===== src/rtl/wb_stage.sv =====
// Write-back stage: retires into the register file, HI/LO and a minimal CP0,
// and raises cancel plus a fetch redirect for SYSCALL/ERET.
module wb_stage #(
    parameter logic [31:0] EXC_ENTRY = 32'h0000_0000
) (
    input  logic         clk,
    input  logic         reset,
    input  logic         MEM_over,
    input  logic [118:0] MEM_WB_bus,
    output logic         WB_allow_in,
    output logic         WB_over,
    output logic         rf_wen,
    output logic [4:0]   rf_wdest,
    output logic [31:0]  rf_wdata,
    output logic [4:0]   WB_wdest,
    output logic [4:0]   WB_to_EXEforeword_wdest,
    output logic [31:0]  WB_to_EXEforeword_wdata,
    output logic         exc_valid,
    output logic [31:0]  exc_pc,
    output logic         cancel,
    output logic [31:0]  HI_data,
    output logic [31:0]  LO_data,
    output logic [31:0]  WB_pc
);

    localparam logic [7:0]  ADDR_STATUS = 8'h60;
    localparam logic [7:0]  ADDR_CAUSE  = 8'h68;
    localparam logic [7:0]  ADDR_EPC    = 8'h70;
    localparam logic [31:0] STATUS_MASK = 32'h0000_FF03;
    localparam logic [31:0] CAUSE_MASK  = 32'h0000_037C;

    logic         wb_valid_q, wb_valid_d;
    logic [118:0] bus_q, bus_d;
    logic [31:0]  hi_q, hi_d;
    logic [31:0]  lo_q, lo_d;
    logic [31:0]  epc_q, epc_d;
    logic [31:0]  status_q, status_d;
    logic [31:0]  cause_q, cause_d;

    logic         b_rf_wen;
    logic [4:0]   b_rf_wdest;
    logic [31:0]  b_mem_result;
    logic [31:0]  b_lo_result;
    logic         b_hi_write;
    logic         b_lo_write;
    logic         b_mfhi;
    logic         b_mflo;
    logic         b_mtc0;
    logic         b_mfc0;
    logic [7:0]   b_cp0_addr;
    logic         b_syscall;
    logic         b_eret;
    logic [31:0]  b_pc;
    logic         unused_bits;

    logic         commit;
    logic [31:0]  cp0_rdata;

    assign unused_bits  = bus_q[118];
    assign b_rf_wen     = bus_q[117];
    assign b_rf_wdest   = bus_q[116:112];
    assign b_mem_result = bus_q[111:80];
    assign b_lo_result  = bus_q[79:48];
    assign b_hi_write   = bus_q[47];
    assign b_lo_write   = bus_q[46];
    assign b_mfhi       = bus_q[45];
    assign b_mflo       = bus_q[44];
    assign b_mtc0       = bus_q[43];
    assign b_mfc0       = bus_q[42];
    assign b_cp0_addr   = bus_q[41:34];
    assign b_syscall    = bus_q[33];
    assign b_eret       = bus_q[32];
    assign b_pc         = bus_q[31:0];

    assign commit      = wb_valid_q & ~reset;
    assign WB_over     = wb_valid_q;
    assign WB_allow_in = ~wb_valid_q | WB_over;

    assign exc_valid = commit & (b_syscall | b_eret);
    assign cancel    = exc_valid;
    assign exc_pc    = exc_valid ? (b_eret ? epc_q : EXC_ENTRY) : 32'h0;

    always_comb begin
        cp0_rdata = 32'h0;
        case (b_cp0_addr)
            ADDR_STATUS: cp0_rdata = status_q;
            ADDR_CAUSE:  cp0_rdata = cause_q;
            ADDR_EPC:    cp0_rdata = epc_q;
            default:     cp0_rdata = 32'h0;
        endcase
    end

    // Reads see the pre-retire value of HI/LO/CP0; no same-cycle bypass.
    always_comb begin
        rf_wdata = b_mem_result;
        if (b_mfhi)
            rf_wdata = hi_q;
        else if (b_mflo)
            rf_wdata = lo_q;
        else if (b_mfc0)
            rf_wdata = cp0_rdata;
    end

    assign rf_wen   = commit & b_rf_wen;
    assign rf_wdest = b_rf_wdest;
    assign WB_wdest = rf_wdest & {5{wb_valid_q}};

    assign WB_to_EXEforeword_wdest = rf_wdest & {5{wb_valid_q}};
    assign WB_to_EXEforeword_wdata = rf_wdata & {32{wb_valid_q}};

    assign HI_data = hi_q;
    assign LO_data = lo_q;
    assign WB_pc   = b_pc;

    always_comb begin
        wb_valid_d = wb_valid_q;
        bus_d      = bus_q;
        if (WB_allow_in) begin
            wb_valid_d = MEM_over & ~cancel;
            bus_d      = MEM_WB_bus;
        end
    end

    always_comb begin
        hi_d     = hi_q;
        lo_d     = lo_q;
        epc_d    = epc_q;
        status_d = status_q;
        cause_d  = cause_q;
        if (commit) begin
            if (b_hi_write)
                hi_d = b_mem_result;
            if (b_lo_write)
                lo_d = b_lo_result;
            if (b_mtc0) begin
                case (b_cp0_addr)
                    ADDR_STATUS: status_d = b_mem_result & STATUS_MASK;
                    ADDR_CAUSE:  cause_d  = b_mem_result & CAUSE_MASK;
                    ADDR_EPC:    epc_d    = b_mem_result;
                    default:     ;
                endcase
            end
            if (b_syscall) begin
                epc_d       = b_pc;
                status_d[1] = 1'b1;
                cause_d[6:2] = 5'd8;
            end
            if (b_eret)
                status_d[1] = 1'b0;
        end
    end

    always_ff @(posedge clk) begin
        if (reset) begin
            wb_valid_q <= 1'b0;
            bus_q      <= '0;
            hi_q       <= '0;
            lo_q       <= '0;
            epc_q      <= '0;
            status_q   <= '0;
            cause_q    <= '0;
        end else begin
            wb_valid_q <= wb_valid_d;
            bus_q      <= bus_d;
            hi_q       <= hi_d;
            lo_q       <= lo_d;
            epc_q      <= epc_d;
            status_q   <= status_d;
            cause_q    <= cause_d;
        end
    end

endmodule


===== config.mk =====
export PLATFORM = sky130hd
export DESIGN_NAME = wb_stage
export DESIGN_NICKNAME = d
export VERILOG_FILES = /design/src/rtl/wb_stage.sv
export SDC_FILE = /design/constraint.sdc
export NUM_CORES = 1
export LEC_CHECK = 0
export ABC_CLOCK_PERIOD_IN_PS = 5300
export CAP_MARGIN = 0
export CORE_MARGIN = 5
export CORE_UTILIZATION = 55
export DETAILED_ROUTE_END_ITERATION = 10
export DONT_BUFFER_PORTS = 1
export GPL_TIMING_DRIVEN = 0
export PLACE_DENSITY = 0.66
export SYNTH_ARGS = -nofsm -noshare
export SYNTH_HDL_FRONTEND = slang
export SYNTH_SLANG_ARGS = --single-unit

===== constraint.sdc =====
create_clock -name clk -period 5.3 [get_ports clk]
set_clock_uncertainty 0.15 [all_clocks]
set_input_delay 1.59 -clock clk [delete_from_list [all_inputs] [get_ports clk]]
set_output_delay 1.59 -clock clk [all_outputs]
set_load 0.01 [all_outputs]

==> results.md, run 1 <==
* Status: finished clean
* Vias in the first global route at 8209
* Relative slew slack at 0.476
* Critical path's slowest cell: clkbuf_1
* Cell Chain, Critical Path: and2b_1, clkbuf_1, clkbuf_1, and3_1
* CTS tree: done
* Sequential area share after synthesis at 0.462
* Die area at roughly 21000 µm²
* VDD IR max at 0.000269 V
* Total CTS buffers at 25
* Most frequent CP cell: clkbuf_1
* Seq pwr share at 0.475
* Via count at about 8500
* Fin cells at around 1500
* Die Y at 145 µm
* # rows at between 40 and 50
* Clock buffer depth at 3
* Reg2reg setup slack at between 3000 and 4000 ps
* # Max-Cap Violations at 0
* Placer Congestion at 0.933
* Design area at 11200 µm²
* Period Utilization, post-route at 0.922
* Top post-synthesis cells by count: 232 x dfxtp_1, 159 x nand2_1, 121 x nor2b_1, 87 x nand3b_1, 86 x nor2_1
* Crit path required time at 3560 ps
* Vias per cell at about 6
* Core area at between 15000 and 20000 µm²
* Clk pwr share at 0.443
* Root Buffer: clkbuf_16
* Largest net degree at the start of global routing at 14
* Setup_tns at 0 ps
* Yosys top cell by area: dfxtp_1
* Hold Vio Cnt, Final at 0
* Drc violations at 0
* Critical path's largest stage delay at roughly 440 ps
* Max Freq at roughly 200 MHz
* Finish-stage setup viols at 0
* Fraction of layout cells with a size suffix above 1 at 0.0969
* Main synth FF type: dfxtp_1
* Setup Fix Bufs, Post-CTS at 0
* Arr. time, crit path at roughly 3200 ps
* Placed insts at roughly 1400
* CTS Hold Bufs at 0
* Worst r2r path cells at 6
* Initial core utilization at 0.560
* Leakage at roughly 4.5 nW
* P_int at around 3.0 mW
* Post-Syn Area at 10100 µm²
* Combinational fraction of design power at 0.082
* Synth top area cells: dfxtp_1 46%, nor2b_1 7.5%, nand3b_1 6.5%, nand2_1 5.9%, buf_4 3.5%
* Reg2reg end: cause_q[8]$_SDFFE_PP0P_
* Die X at approximately 150 µm
* Worst setup SP type: primary input
* Mapped Cells at 1173
* Largest fanout on the critical path at 10
* Area growth syn-to-layout at 11.0%
* Slew @ Worst Pin at roughly 800 ps
* Worst Hold Path Cells at 2
* Count leader, synth: dfxtp_1
* Final Slew Violations at 0
* Worst path bufs/invs at 2
* Routed wire length at 33.4 mm
* Worst skew pair latency at about 500 ps
* Tmin final at about 4900 ps
* Yosys synthesis warning count at 0
* Final-stage net count at about 1300
* CTS resizes at 0
* GRT Residual Overflow at 0
* Initial antenna violation count at 2
* RSZ-0062 raised after global routing: no
* # H-tree levels at 1
* Ports at 334
* FFs w/ async S/R, synth at 0
* Switching share of total power at 0.244
* CP Capture Type: output port
* CTS sink count at approximately 230
* Min-delay src: bus_q[73]$_SDFF_PP0_
* First-pass GRT wire length at a little under 50 mm
* Mapped Avg Cell Area at 8.58 µm²
* Initial drt markers at 670
* WL per Instance at ~23 µm
* Synth Register Bits at 232
* HPWL Detailed at approximately 26 mm
* Total GRT Usage at 0.298
* IO Port Bufs at 0
* Area share of the largest cell type after synthesis at 0.462
* Kind of critical path: primary input to output port
* TritonRoute pass-1 iters at 5
* Mapped Nets at around 1300
* Clock-pin slew on the worst setup and hold paths at ~60 ps
* Placed Area at 10300 µm²
* Hold WC Path Type: flip-flop to flip-flop
* Reg2reg start: WB_over$_SDFF_PP0_
* Total chip power at roughly 3.9 mW
* Switching pwr at about 960 µW
* Hold EP: LO_data[25]$_SDFFE_PP0P_
* Routed Antenna Nets at 0
* PwrDens at between 300 and 400 nW/µm²
* CP top delay family: buffers and inverters
* Synth unique cells at a little under 50
* Post-synth EDFFs at 0
[cell type report]
cell class,count,area (µm²)
Antenna cell,4,10.0
Buffer,139,716
Fill cell,1601,6800
Sequential cell,232,4640
Clock buffer,37,721
Multi-Input combinational cell,791,4660
Inverter,11,41.3
Tap cell,229,287
Clock inverter,8,90.1
[sequential cells by signal, summed over array words and instances, names as in the netlist]
name,flops
bus_q,118
HI_data,32
LO_data,32
epc_q,32
status_q,10
cause_q,7
WB_over,1
[metal layers]
layer  share of wire  vias up  global-route usage
met4           0.025        2              0.0732
met3           0.095       55              0.0820
met1            0.39     4039               0.374
li1                -     3981                   -
met5         0.00039        -                   0
met2            0.49      409               0.510
[worst min-delay path: cells and delay by family, from the launching register on]
family	cells	cell delay [ps]
flip-flops	1	300
AND/OR/NAND/NOR	2	80
[cells by family after synthesis]
kind of cell | count (synthesis) | share of synthesized area
multiplexers | 21 | 0.0210
AND/OR/NAND/NOR | 626 | 0.347
AO/OA/AOI/OAI | 143 | 0.0949
flip-flops | 232 | 0.462
other | 1 | 0.000373
buffers and inverters | 150 | 0.0752
[through the flow]
stage / worst slack, ps / hold WS (ps) / utilization
3_3_place_gp: 450 / 247 / 0.576
5_1_grt: 334 / 284 / 0.621
4_1_cts: 432 / 263 / 0.621
3_5_place_dp: 433 / 253 / 0.576
6_report: 411 / 262 / 0.622
2_1_floorplan: 899 / 242 / -
[cell usage in the layout (no fill, tap or decap), drive strengths merged, types with 5 or more instances in the layout]
cell type / instances
a21oi: 17
a22o: 9
a2bb2oi: 7
a31o: 7
a31oi: 11
a32oi: 15
and2: 33
and3: 32
buf: 66
clkbuf: 110
clkinv: 6
dfxtp: 232
inv: 11
mux2i: 20
nand2: 159
nand2b: 25
nand3: 7
nand3b: 87
nand4: 19
nor2: 86
nor2b: 121
nor3b: 9
nor4: 31
o21ai: 56
o22ai: 5
o31ai: 7
or3b: 7
[power by group through the flow]
stage	clock network, mW	registers (mW)	logic (mW)
finish	1.73	1.86	0.322
global route	1.82	1.86	0.350
CTS	1.74	1.86	0.320
detailed placement	0	1.90	0.319
global placement	0	1.90	0.314
floorplan	0	1.87	0.240
[how the worst max path moves through the flow]
| stage | slack (ps) | startpoint | endpoint | cells after the start |
|---|---|---|---|---|
| 4_1_cts | 430 | reset | exc_pc[20] | 4 |
| 5_1_grt | 330 | reset | exc_pc[20] | 4 |
| 6_report | 410 | reset | exc_pc[20] | 4 |
| 3_3_place_gp | 450 | reset | exc_pc[20] | 4 |
| 3_5_place_dp | 430 | reset | exc_pc[20] | 4 |
| 2_1_floorplan | 900 | reset | exc_valid | 5 |
Power figures use the tool's default switching activity.
==> run 2: changes to the inputs <==
--- a/config.mk
+++ b/config.mk
@@ -12,6 +12,7 @@
 export DETAILED_ROUTE_END_ITERATION = 10
 export DONT_BUFFER_PORTS = 1
 export GPL_TIMING_DRIVEN = 0
+export HOLD_SLACK_MARGIN = 0.1
 export PLACE_DENSITY = 0.66
 export SYNTH_ARGS = -nofsm -noshare
 export SYNTH_HDL_FRONTEND = slang
==> results of run 2 <==
No change in the layout: final DEF, timing and power equal those of run 1.
==> run 3: changes to the inputs <==
--- a/config.mk
+++ b/config.mk
@@ -14,6 +14,7 @@
 export GPL_TIMING_DRIVEN = 0
 export HOLD_SLACK_MARGIN = 0.1
 export PLACE_DENSITY = 0.66
+export SLEW_MARGIN = 25
 export SYNTH_ARGS = -nofsm -noshare
 export SYNTH_HDL_FRONTEND = slang
 export SYNTH_SLANG_ARGS = --single-unit
==> results of run 3 <==
No change in the layout: final DEF, timing and power equal those of run 1.
